`config.mk`:
```
export PLATFORM = sky130hd
export DESIGN_NAME = prog_loader
export DESIGN_NICKNAME = d
export VERILOG_FILES = /design/src/rtl/prog_loader.sv
export SDC_FILE = /design/constraint.sdc
export NUM_CORES = 1
export LEC_CHECK = 0
export ABC_AREA = 1
export BUFFER_PORTS_ARGS = -buffer_cell sky130_fd_sc_hd__buf_2
export CORE_MARGIN = 2
export CORE_UTILIZATION = 25
export CTS_CLUSTER_DIAMETER = 50
export DETAILED_ROUTE_END_ITERATION = 10
export GPL_ROUTABILITY_DRIVEN = 1
export HOLD_SLACK_MARGIN = 0.12
export SLEW_MARGIN = 20
export SYNTH_ARGS = -nofsm -noshare
export SYNTH_HDL_FRONTEND = slang
export SYNTH_SLANG_ARGS = --single-unit
```
`constraint.sdc`:
```
create_clock -name clk -period 6.6 [get_ports clk]
set_clock_uncertainty 0.05 [all_clocks]
set_input_delay 0.33 -clock clk [delete_from_list [all_inputs] [get_ports clk]]
set_output_delay 0.33 -clock clk [all_outputs]
set_load 0.01 [all_outputs]
```
`src/rtl/prog_loader.sv`:
```
// rtl/prog_loader.sv - program store writer: streams words into prog[], validates each entry, releases the core
module prog_loader #(
  parameter int MAX_WORDS = 15,
  parameter int IMM_LIMIT = 999
) (
  input  logic        clk,
  input  logic        rst,
  input  logic        reload,
  input  logic        s_valid,
  input  logic [15:0] s_data,
  input  logic        s_last,
  output logic        s_ready,
  output logic [15:0] prog [0:MAX_WORDS-1],
  output logic [3:0]  pLength,
  output logic        core_rst,
  output logic        load_done,
  output logic        load_err,
  output logic [2:0]  err_code,
  output logic [3:0]  err_addr
);
  typedef enum logic [2:0] {IDLE, LOAD, DRAIN, CHECK, DONE, ERROR} state_t;

  localparam logic [3:0] LAST_IDX = 4'(MAX_WORDS - 1);

  state_t      state;
  logic [3:0]  wr_idx;
  logic [3:0]  chk_idx;
  logic [14:0] chk_word;
  logic [2:0]  chk_code;
  logic        accept;

  assign s_ready  = (state == IDLE || state == LOAD || state == DRAIN) && !reload;
  assign accept   = s_valid && s_ready;
  assign chk_word = prog[chk_idx][14:0];

  // MOV (bit 14 clear) is exempt from every rule; first matching rule wins.
  always_comb begin
    int imm;
    imm      = int'($signed(chk_word[10:0]));
    chk_code = 3'd0;
    if (chk_word[14]) begin
      if (chk_word[13:11] <= 3'b011)
        chk_code = 3'd2;
      else if (chk_word[13:11] == 3'b111 && chk_word[10:4] < 7'h7A)
        chk_code = 3'd2;
      else if (chk_word[13:11] == 3'b111 && chk_word[10:4] == 7'h7F && chk_word[3:0] < 4'hC)
        chk_code = 3'd2;
      else if (chk_word[13:11] == 3'b111 && chk_word[10:4] <= 7'h7E && chk_word[3:0] >= pLength)
        chk_code = 3'd3;
      else if ((chk_word[13:11] == 3'b100 || chk_word[13:11] == 3'b101) &&
               (imm > IMM_LIMIT || imm < -IMM_LIMIT))
        chk_code = 3'd4;
    end
  end

  always_ff @(posedge clk or posedge rst) begin
    if (rst) begin
      state     <= IDLE;
      for (int i = 0; i < MAX_WORDS; i++) prog[i] <= 16'h7FFF;
      pLength   <= 4'd1;
      core_rst  <= 1'b1;
      load_done <= 1'b0;
      load_err  <= 1'b0;
      err_code  <= 3'd0;
      err_addr  <= 4'd0;
      wr_idx    <= 4'd0;
      chk_idx   <= 4'd0;
    end else if (reload) begin
      state     <= IDLE;
      for (int i = 0; i < MAX_WORDS; i++) prog[i] <= 16'h7FFF;
      core_rst  <= 1'b1;
      load_done <= 1'b0;
      load_err  <= 1'b0;
      err_code  <= 3'd0;
      err_addr  <= 4'd0;
      wr_idx    <= 4'd0;
      chk_idx   <= 4'd0;
    end else begin
      case (state)
        IDLE, LOAD: begin
          if (accept) begin
            prog[wr_idx] <= s_data;
            wr_idx       <= wr_idx + 4'd1;
            if (s_last) begin
              pLength <= wr_idx + 4'd1;
              chk_idx <= 4'd0;
              state   <= CHECK;
            end else if (wr_idx == LAST_IDX) begin
              state <= DRAIN;
            end else begin
              state <= LOAD;
            end
          end
        end
        DRAIN: begin
          // Surplus words are swallowed so the sender can finish its packet.
          if (accept && s_last) begin
            state    <= ERROR;
            load_err <= 1'b1;
            err_code <= 3'd1;
            err_addr <= 4'd15;
          end
        end
        CHECK: begin
          if (chk_code != 3'd0) begin
            state    <= ERROR;
            load_err <= 1'b1;
            err_code <= chk_code;
            err_addr <= chk_idx;
          end else if (chk_idx == pLength - 4'd1) begin
            state     <= DONE;
            load_done <= 1'b1;
            core_rst  <= 1'b0;
          end else begin
            chk_idx <= chk_idx + 4'd1;
          end
        end
        default: ;
      endcase
    end
  end
endmodule
```
After elaboration in Yosys (flattened, before gate mapping) --
Index checks and enable logic that the tools add are counted.
Operators by class: add/subtract/negate cells 3, order comparisons 10, eq/ne operators 17, muxes and demuxes 52, bitwise logic cells 3, reductions and logical operators 31
Operators by type and width (count):
- 240-bit 2-to-1 mux | 3
- 240-bit bitwise mux | 1
- 16-bit binary-select mux with 4-bit select | 1
- 16-bit demux with 4-bit select | 1
- 4-bit 2-to-1 mux | 11
- 3-bit 2-to-1 mux | 14
- 15-bit 2-to-1 mux | 2
- 16-bit 2-to-1 mux | 1
- 4-bit one-hot mux with 2 select lines | 2
- 3-bit inequality test, second input constant | 5
- 11-bit greater-than comparator, second input constant | 1
- 11-bit < comparator, second input constant | 1
- 1-bit 2-to-1 mux | 11
- 5-bit >= comparator, second input constant | 2
- 1-bit logical AND | 10
- 4-bit NOT with 5-bit output | 2
- 3-bit equality test, second input constant | 3
- 3-bit one-hot mux with 3 select lines | 1
- 3-bit nonzero test | 3
- 4-bit by 1-bit adder with 4-bit output, second input constant | 2
- 4-bit AND reduction | 2
- 2-bit nonzero test | 4
- 7-bit equality test, second input constant | 1
- 7-bit <= comparator, second input constant | 1
- 25 further kinds | 31
Word-level totals: flip-flop bits (word level) 265, output and inout bits 255

Longest topological paths before layout --
Gate-level depths: netlist of run 1.
word-level depth 17, depth in mapped cells 25, mapped depth without buffers 21

Worst setup path before layout of run 1 --
No wires, ideal clock.
path kind reg2reg, start point register chk_idx[1], end point register state[2], setup time 0.123 ns, arrival time 2.705 ns, path slack 3.722 ns, stages on the path, launching flop included 22, buffers on the path 2, period minus slack after synthesis 2.878 ns, path through dfrtp_1 > buf_4 > inv_4 > clkbuf_1 > o21ai_0 > o211ai_1 > nand3_1 > nand2_1 > inv_1 > ha_1 > inv_1 > a21boi_0 > o21ai_0 > nand2_1 > a21oi_1 > nor2_1 > nand2_1 > nand2_2 > o21bai_4 > nand4_1 > nand2_1 > a21oi_1
Between the ends: word-level cells in the longest chain between the ends 17, elaborated cells on any way between the ends 36, classes of those cells 7 x order compare; 6 x eq/ne; 12 x mux; 1 x bitwise; 10 x reduce/logical
Ends and longest elaborated chain:
- from (decl) | line 27 | logic [3:0] chk_idx;
- from (signal assigned) | line 115 | chk_idx <= chk_idx + 4'd1;
- 4-bit NOT with 5-bit output (not written as such) | line 34 | assign chk_word = prog[chk_idx][14:0];
- 16-bit binary-select mux with 4-bit select | line 34
- 15-bit 2-to-1 mux (not written as such) (2 in a row) | line 34
- 11-bit greater-than comparator, or another cell as far along | line 51 | (imm > IMM_LIMIT || imm < -IMM_LIMIT))
- 1-bit logical OR, on equally long branches | line 51, 50
- 1-bit logical AND | line 50 | else if ((chk_word[13:11] == 3'b100 || chk_word[13:11] == 3'b101) &&
- 3-bit 2-to-1 mux | line 50
- 3-bit 2-to-1 mux | line 48 | else if (chk_word[13:11] == 3'b111 && chk_word[10:4] <= 7'h7E && chk_word[3:0] >= pLength)
- 3-bit 2-to-1 mux | line 46 | else if (chk_word[13:11] == 3'b111 && chk_word[10:4] == 7'h7F && chk_word[3:0] < 4'hC)
- 3-bit 2-to-1 mux | line 44 | else if (chk_word[13:11] == 3'b111 && chk_word[10:4] < 7'h7A)
- 3-bit 2-to-1 mux | line 42 | if (chk_word[13:11] <= 3'b011)
- 3-bit 2-to-1 mux | line 41 | if (chk_word[14]) begin
- 3-bit nonzero test | line 105 | if (chk_code != 3'd0) begin
- 3-bit 2-to-1 mux | line 105
- 3-bit one-hot mux with 3 select lines | line 79 | case (state)
- 3-bit 2-to-1 mux | line 68 | end else if (reload) begin
- to (signal assigned) | line 69 | state <= IDLE;
- to (signal assigned) | line 106 | state <= ERROR;
- to (signal assigned) | line 111 | state <= DONE;
- to (decl) | line 25 | state_t state;
Parallel ways exist; a longest one is shown, timed or not. The select of a mux whose other input is x is not followed. A chain may end at the register's enable or synchronous reset.

Worst setup path after layout of run 1 --
start point register chk_idx[1], end point register err_code[2]
Between the ends: word-level cells in the longest chain between the ends 16, elaborated cells on any way between the ends 35, classes of those cells 7 x order compare; 5 x eq/ne; 12 x mux; 1 x bitwise; 10 x reduce/logical
Ends and longest elaborated chain:
- 4-bit NOT with 5-bit output (not written as such) (*) | line 34
- 16-bit binary-select mux with 4-bit select (*) | line 34
- 15-bit 2-to-1 mux (not written as such) (*) (2 in a row) | line 34
- 11-bit greater-than comparator, or another cell as far along | line 51
- 1-bit logical OR, on equally long branches | line 51, 50
- 1-bit logical AND | line 50
- 3-bit 2-to-1 mux | line 50
- 3-bit 2-to-1 mux | line 48
- 3-bit 2-to-1 mux | line 46
- 3-bit 2-to-1 mux | line 44
- 3-bit 2-to-1 mux | line 42
- 3-bit 2-to-1 mux (*) | line 41
- 3-bit nonzero test / 3-bit 2-to-1 mux (equally long branches) | line 105
- 3-bit inequality test (no source line) / 3-bit one-hot mux with 2 select lines (equally long branches)
- 3-bit AND reduction (no source line) / 3-bit 2-to-1 mux (equally long branches)
- to (signal assigned) | line 108 | err_code <= chk_code;
- to (decl) | line 18 | output logic [2:0] err_code,
Every way passes the cells marked *; elsewhere a longest branch is shown, timed or not. The select of a mux whose other input is x is not followed.

==> metrics.txt, run 1 <==
Fillers=5598; status=complete, no violations; Tmin final=4.19 ns; 1st-iter DRT viols=1130; RePlAce Congestion=0.928; Slew Limit Fails=0; Core Area=52300 sq um; vias in the first global route=11.9k; number of synthesized register bits=265; global-route wire length before repair=78300 um; Global Route Usage Sum=0.194; # port buffers=275; CP Launch Type=flop; Total Die Area=54600 sq um; Post-synth EDFFs=0; Rows=84; final net count=1938; Least-Margin Pin Slew=1.13 ns; post-synthesis cell count=1679; WP data arrival=4.62 ns; layout cell share with drive strength beyond 1=0.317; commonest cells after routing, fill and taps aside=388 x nand2_1, 275 x buf_2, 258 x nor2_1, 227 x dfstp_2, 192 x a21oi_1; maxcap violations=0; setup slack at placement=2.50 ns; Initial Utilization=0.252; Pwr Density=293 nW/um^2; Cell variety after synth=39; Worst slew margin=0.244; maximum clock frequency=239 MHz; Post-DRT Antenna Nets=0; Routed WL=53800 um; initial antenna violation count=0; # DRC=0; area growth from synthesis to layout=24.2%; maximum VDD drop=160 uV; Worst-path clk slew=0.06 ns; # diodes=0; ys async rst share=1.00; Setup Fix Bufs, Post-CTS=0; HPWL Detailed=39200 um; root buffer cell=clkbuf_16; type of the worst min-delay path=input port to flop; commonest non-fill, non-tap cell in the layout=nand2_1; Yosys warning count=0; RSZ-0062 raised after global routing=no; H-tree depth=2; crit share post-route=0.635; total grt overflow=0; TNS Setup=0 ns; CTS resizes=0; CTS tree=built; leak pwr=0.00766 uW; IO Pins=276; Via Count=12.5k; final setup fails=0; Worst Setup End Kind=flop; post-synth design cell area=13200 sq um; Final Hold Vio Count=0; Routed wire per std cell=20.5 um; synthesized net count=1710; CTS Hold Bufs=1; clk sink count=265; worst hold margin=0.144 ns; Die W=234 um; total CTS buffers=36; later-pin clock latency in the skew report=0.55 ns; largest net degree at the start of global routing=123; Die Span Y=234 um; Most used DFF post-synth=dfstp_2; Avg Vias per Cell=4.76; Avg Inst Size Synth=7.85 sq um; register area share after synthesis=0.524; setup slack after layout=2.41 ns; data required time of the critical path=7.03 ns; CTS max path bufs=3; WS Path Type=flop to flop; crit path max fanout=53; first-pass iteration count of the detailed router=8
[layout make-up]
type                       instances  area (sq um)  area share
multi-input combinational       1150          5190       0.317
clock inverter                    18           196      0.0120
tap                              688           861      0.0526
clock buffer                      48          1040      0.0634
timing repair buffer             301          1590      0.0969
sequential                       265          6920       0.423
inverter                         153           583      0.0356
[sequential cells by signal (all words and copies together) (netlist names)]
signal     cells
chk_idx        4
core_rst       1
err_addr       4
err_code       3
load_done      1
load_err       1
pLength        4
prog         240
state          3
wr_idx         4
[worst max-delay path, stage by stage, from the launching register on]
cell,delay (ns)
dfrtp_2,0.34
buf_4,0.56
inv_4,0.43
nor2_8,0.47
nand2_1,0.13
nand4_1,0.12
nand3_1,0.08
nand2_1,0.13
inv_1,0.06
ha_1,0.27
inv_1,0.06
a21boi_0,0.06
o21ai_0,0.19
nand2_1,0.07
a21oi_1,0.12
nor2_1,0.08
nand2_1,0.08
nand2_2,0.07
o21bai_4,0.22
nand3_4,0.17
nand3_4,0.16
nand2_1,0.08
nand2_1,0.07
[final timing paths]
path | start | endpoint | slack [ns] | cells past startpoint
worst min-delay path | s_data[7] | prog[151] | 0.14 | 3
worst max register to register | chk_idx[1] | err_code[2] | 2.41 | 22
worst max-delay path | chk_idx[1] | err_code[2] | 2.41 | 22
max in group asynchronous | rst | prog[128] | 4.99 | 4
worst min register to register | prog[127] | prog[127] | 0.43 | 2
min in group asynchronous | rst | prog[71] | 0.65 | 3
[metal layers]
metal / routed length [um] / vias to the layer above / global-route usage
met2: 26600 / 516 / 0.338
met1: 21700 / 6042 / 0.243
li1: - / 5852 / -
met5: 0 / - / 0
met4: 1310 / 0 / 0.0465
met3: 4120 / 70 / 0.0421
[where the power goes]
part / internal [uW] / leakage (uW) / switching (uW)
logic: 257 / 0.00416 / 534
registers: 1860 / 0.00291 / 141
clock network: 1230 / 0.000593 / 779
total: 3350 / 0.00766 / 1450
[logic make-up after synthesis]
logic type | after synthesis | synth area share
AND/OR/NAND/NOR | 845 | 0.266
AO/OA/AOI/OAI | 287 | 0.112
flip-flops | 265 | 0.524
buffers and inverters | 264 | 0.0832
adder cells (fa/ha/maj) | 10 | 0.00949
XOR/XNOR | 7 | 0.00465
multiplexers | 1 | 0.000759
[metrics by stage]
stage,area (sq um),std cells,util,total power [uW]
after detailed placement,15100,2556,0.289,2820
final,16400,2623,0.313,4800
after global routing,16400,2623,0.313,5010
after global placement,15100,2556,0.289,2800
after floorplan,13200,1679,-,2440
after CTS,16400,2623,0.313,4850
[Yosys cell counts, drive strengths merged (3+ instances only)]
master / instances / share of area
clkbuf: 69 / 0.020
nand4: 22 / 0.010
o21ai: 82 / 0.031
inv: 152 / 0.044
dfrtp: 38 / 0.072
buf: 42 / 0.020
nor2: 263 / 0.076
a31oi: 3 / 0.0014
o211ai: 4 / 0.0023
nor3: 4 / 0.0019
xnor2: 5 / 0.0033
a21oi: 192 / 0.073
nand2: 398 / 0.11
dfstp: 227 / 0.45
nand3: 152 / 0.060
ha: 10 / 0.0095
Note: power is estimated with default switching activity, not from simulation.
==> run 2, diff against run 1 <==
Clock period 6.6 ns to 3.6 ns, I/O delays scaled along.
==> metrics.txt, run 2 (synthesis results as in run 1) <==
leak pwr=0.00790 uW (+3.1%); global-route wire length before repair=78900 um (+0.82%); Total Die Area=54600 sq um (unchanged); type of the worst min-delay path=input port to flop; # diodes=0 (unchanged); initial antenna violation count=0 (unchanged); root buffer cell=clkbuf_16; commonest cells after routing, fill and taps aside=394 x nand2_1, 275 x buf_2, 258 x nor2_1, 227 x dfstp_2, 192 x a21oi_1; Tot Pwr=9000 uW (+87%); vias in the first global route=12.0k (+0.13%); Worst-path clk slew=0.06 ns (about the same); maximum VDD drop=254 uV (+59%); Routed wire per std cell=20.2 um (-1.4%); Slew Limit Fails=0 (unchanged); crit path max fanout=28 (-47%); Fillers=5600 (+0.036%); HPWL Detailed=40500 um (+3.4%); CP Launch Type=flop; Final Hold Vio Count=0 (unchanged); # port buffers=275 (unchanged); area growth from synthesis to layout=27.6%; H-tree depth=2 (unchanged); final setup fails=0 (unchanged); layout cell share with drive strength beyond 1=0.322 (+0.00424); Die Span Y=234 um (unchanged); Worst slew margin=0.361 (+0.117); Rows=84 (unchanged); TNS Setup=0 ns (unchanged); FF/Latch Area=6920 sq um (unchanged); IO Pins=276 (unchanged); Die W=234 um (unchanged); first-pass iteration count of the detailed router=6 (-2); RSZ-0062 raised after global routing=no; Pwr Density=535 nW/um^2 (+82%); Via Count=12.5k (-0.13%); max FFs per register=240 (unchanged); Setup Fix Bufs, Post-CTS=0 (unchanged); commonest non-fill, non-tap cell in the layout=nand2_1; WP data arrival=3.68 ns (-0.94 ns); Avg Vias per Cell=4.67 (-1.8%); later-pin clock latency in the skew report=0.56 ns (about the same); Core Area=52300 sq um (unchanged); worst hold margin=0.185 ns (+0.0417 ns); total CTS buffers=38 (+5.6%); Worst Setup End Kind=flop; Global Route Usage Sum=0.196 (+0.00169); Tmin final=3.25 ns (-0.942 ns); maxcap violations=0 (unchanged); clk sink count=265 (unchanged); 1st-iter DRT viols=1204 (+6.5%); total grt overflow=0 (unchanged); maximum clock frequency=308 MHz (+29%); Routed WL=54000 um (+0.37%); CTS tree=built; multi-input logic area=5180 sq um (-0.29%); CTS max path bufs=3 (unchanged); Biggest register=prog; Initial Utilization=0.252 (unchanged); final net count=1982 (+2.3%); # DRC=0 (unchanged); WS Path Type=flop to flop; Post-DRT Antenna Nets=0 (unchanged); crit share post-route=0.902 (+0.267); largest net degree at the start of global routing=127 (+3.3%); data required time of the critical path=4.03 ns (-3.00 ns); Least-Margin Pin Slew=0.958 ns (-0.175 ns); RePlAce Congestion=0.917 (-1.2%); status=complete, no violations
==> run 2: where the power goes <==
part	total, uW	internal, uW	switching (uW)	leakage [uW]
combinational	1480	500	982	0.00436
sequential	3670	3400	261	0.00291
clock	3850	2340	1500	0.000628
==> run 2: final cells by class <==
class / instances / area share
sequential: 265 / 0.411
clock buffer: 50 / 0.0635
tap: 688 / 0.0512
inverter: 153 / 0.0350
timing repair buffer: 343 / 0.117
clock inverter: 20 / 0.0140
multi-input combinational: 1150 / 0.308
==> run 2: final timing paths <==
path                                to  startpoint  depth (start not counted)  slack, ns
setup / recovery           err_addr[3]  chk_idx[0]                         22       0.35
hold / removal                prog[15]  s_data[15]                          3       0.19
setup reg to reg           err_addr[3]  chk_idx[0]                         22       0.35
hold reg to reg               core_rst    core_rst                          2       0.43
max in group asynchronous   chk_idx[1]         rst                          4       2.45
min in group asynchronous   chk_idx[0]         rst                          4       0.46
==> run 2: what timing repair did <==
item                                    CTS  global route
gates resized for setup                   0             2
hold endpoints to repair                351             0
hold buffers                             18             0
endpoints found under the setup margin    0             6
==> run 2: routing by layer <==
layer	up-vias	track usage	wire [um]
met1	5952	0.253	22300
met2	498	0.319	25600
li1	5924	-	-
met5	-	0	0
met4	0	0.0686	1900
met3	90	0.0449	4130
==> run 2: per-stage QoR <==
stage / util / area, sq um / cells / setup WS [ns]
4_1_cts: 0.321 / 16800 / 2669 / 0.277
2_1_floorplan: - / 13200 / 1679 / 0.0578
3_5_place_dp: 0.293 / 15300 / 2581 / 0.315
5_1_grt: 0.321 / 16800 / 2669 / 0.00672
6_report: 0.321 / 16800 / 2669 / 0.352
3_3_place_gp: 0.293 / 15300 / 2581 / 0.349
==> run 2: worst max-delay path, stage by stage, from the launching register on <==
cell	delay, ns
dfrtp_4	0.57
inv_6	0.25
buf_4	0.23
nand2_1	0.06
nand2_1	0.05
nand2_1	0.05
nand3_1	0.15
nand2_1	0.08
nand2_1	0.06
nand2_1	0.10
inv_1	0.07
ha_1	0.21
o21ai_0	0.07
nand2_1	0.07
a21oi_1	0.13
nor2_1	0.07
nand2_1	0.08
nand2_2	0.07
o21bai_4	0.25
nand3_4	0.18
nand3_4	0.15
nand2_1	0.07
nand2_1	0.07
==> run 3, diff against run 2 <==
Settings changed: CORE_UTILIZATION 25 to 50, PLACE_DENSITY set to 0.77.
==> metrics.txt, run 3 (synthesis results as in run 1) <==
# port buffers=275 (unchanged); Routed wire per std cell=18.9 um (-6.6%); Global Route Usage Sum=0.309 (+0.113); Rows=59 (-30%); maximum clock frequency=300 MHz (-2.7%); Avg Vias per Cell=5.49 (+17%); Worst Setup End Kind=flop; # DRC=0 (unchanged); final net count=1961 (-1.1%); Post-Place Cells=2216 (-14%); Final Hold Vio Count=0 (unchanged); WP data arrival=3.79 ns (+0.11 ns); RSZ-0062 raised after global routing=no; FF-to-FF path depth=21 (-4.5%); Die W=166 um (-29%); Pwr Density=522 nW/um^2 (-2.5%); Setup Fix Bufs, Post-CTS=0 (unchanged); status=complete, no violations; Via Count=12.6k (+0.72%); data required time of the critical path=4.05 ns (+0.02 ns); Core Area=26000 sq um (-50%); 1st-iter DRT viols=1168 (-3.0%); H-tree depth=1 (-1); TNS Setup=0 ns (unchanged); root buffer cell=clkbuf_16; total CTS buffers=31 (-18%); commonest cells after routing, fill and taps aside=393 x nand2_1, 275 x buf_2, 250 x nor2_1, 227 x dfstp_2, 192 x a21oi_1; worst hold margin=0.130 ns (-0.0554 ns); Buffers & Inverters on Critical Path=3 (unchanged); post-route cell area=16100 sq um (-4.2%); CP Launch Type=flop; initial antenna violation count=0 (unchanged); final setup fails=0 (unchanged); register-to-register setup slack=0.26 ns (-0.09 ns); reg2reg start=chk_idx[0]; crit path max fanout=25 (-11%); area growth from synthesis to layout=22.2%; critical path cell sequence=buf_12 -> nor2_8 -> buf_4 -> nand2_1 -> nand3_1 -> nand2_1 -> nand2_1 -> nand2_1 -> inv_1 -> ha_1 -> o21ai_0 -> nand2_1 -> a21oi_1 -> nor2_1 -> nand2_1 -> nand2_2 -> o21bai_4 -> nand4_1 -> nand2_1 -> nand2_1 -> nand2_1; first-pass iteration count of the detailed router=5 (-1); Tmin final=3.34 ns (+0.0902 ns); HP Start=s_data[3]; leak pwr=0.00776 uW (-1.8%); Crit-path slowest cell=dfrtp_4; Die Span Y=166 um (-29%); vias in the first global route=12.1k (+1.0%); IO Pins=276 (unchanged); count of non-filler cells in the finished layout=2288 (-14%); Total Die Area=27700 sq um (-49%); maxcap violations=0 (unchanged); Biggest register=prog; Crit path top cell by count=nand2_1; CTS max path bufs=3 (unchanged); placed cell areas=14800 sq um (-3.3%); Worst-path clk slew=0.06 ns (about the same); max FFs per register=240 (unchanged); commonest non-fill, non-tap cell in the layout=nand2_1; clk sink count=265 (unchanged); maximum VDD drop=409 uV (+61%); type of the worst min-delay path=input port to flop; Initial Utilization=0.507 (+0.256); FF/Latch Area=6920 sq um (unchanged); Fillers=2310 (-59%); Post-DRT Antenna Nets=0 (unchanged); Least-Margin Pin Slew=1.13 ns (+0.171 ns); hold endpoint=prog[83]; WS Path Type=flop to flop; multi-input logic area=5200 sq um (+0.43%); # diodes=0 (unchanged); Routed WL=43200 um (-20%); layout cell share with drive strength beyond 1=0.318 (-0.00307); total grt overflow=0 (unchanged); later-pin clock latency in the skew report=0.57 ns (about the same); RePlAce Congestion=0.921 (+0.44%); Top delay family on crit path=simple AND/OR/NAND/NOR gates; crit share post-route=0.927 (+0.0250); Worst slew margin=0.245 (-0.116); CTS tree=built; worst hold stages=3 (unchanged); largest net degree at the start of global routing=71 (-44%); HPWL Detailed=30600 um (-24%); crit-path max cell delay=0.62 ns (+0.05 ns); Worst R2R End=state[0]; Slew Limit Fails=0 (unchanged); global-route wire length before repair=67700 um (-14%)
## run 3: changes by cell type in the layout (fill, tap and decap cells not counted), moves of 4 or more
cell,delta
inv_6,-5
clkbuf_16,-7
nor2_2,+8
nor2_1,-8
buf_4,-14
clkinvlp_4,-4
## run 3: power breakdown
group / switching (uW) / internal, uW
clock: 1280 / 2070
combinational: 898 / 491
sequential: 262 / 3410
## run 3: worst max-delay path by stage
| stage | slack, ns | cells past startpoint | start | to |
|---|---|---|---|---|
| global placement | 0.39 | 20 | chk_idx[0] | state[2] |
| global route | 0.02 | 21 | chk_idx[0] | state[0] |
| finish | 0.26 | 21 | chk_idx[0] | state[0] |
| floorplan | 0.06 | 1 | rst | chk_idx[0] |
| CTS | 0.28 | 21 | chk_idx[0] | state[0] |
| detailed placement | 0.30 | 19 | chk_idx[0] | state[2] |
## run 3: final cells by class
type                    count  area share
multi-input cells        1150       0.323
inverters                 153      0.0362
well taps                 335      0.0260
repair buffers            329       0.117
clock buffers              44      0.0575
flip-flops and latches    265       0.430
clock inverters            12      0.0109
## run 3: per-layer routing
metal	up-vias	global-route usage	wire length [um]
met5	-	0	0
met4	0	0.115	1700
met3	107	0.0560	3590
met2	560	0.517	20800
met1	6017	0.402	17100
li1	5870	-	-
## run 3: timing repair
| action | in CTS | in global routing |
|---|---|---|
| endpoints found under the setup margin | 0 | 0 |
| hold buffers | 14 | 2 |
| gates resized for setup | 0 | 0 |
| endpoints found under the hold margin | 143 | 30 |
## run 3: worst register-to-register path: cells and delay by family (launching register included)
kind,cells,cell delay [ns]
flops,1,0.62
buf+inv,3,0.58
fa+ha+maj,1,0.22
simple gates,14,1.34
compound gates,3,0.47
## run 3: stage by stage
| stage | power [uW] | util | worst slack, ns |
|---|---|---|---|
| after global routing | 8730 | 0.620 | 0.0215 |
| after detailed placement | 5060 | 0.571 | 0.298 |
| final | 8400 | 0.620 | 0.262 |
| after floorplan | 4480 | - | 0.0578 |
| after global placement | 5030 | 0.570 | 0.395 |
| after CTS | 8410 | 0.618 | 0.277 |
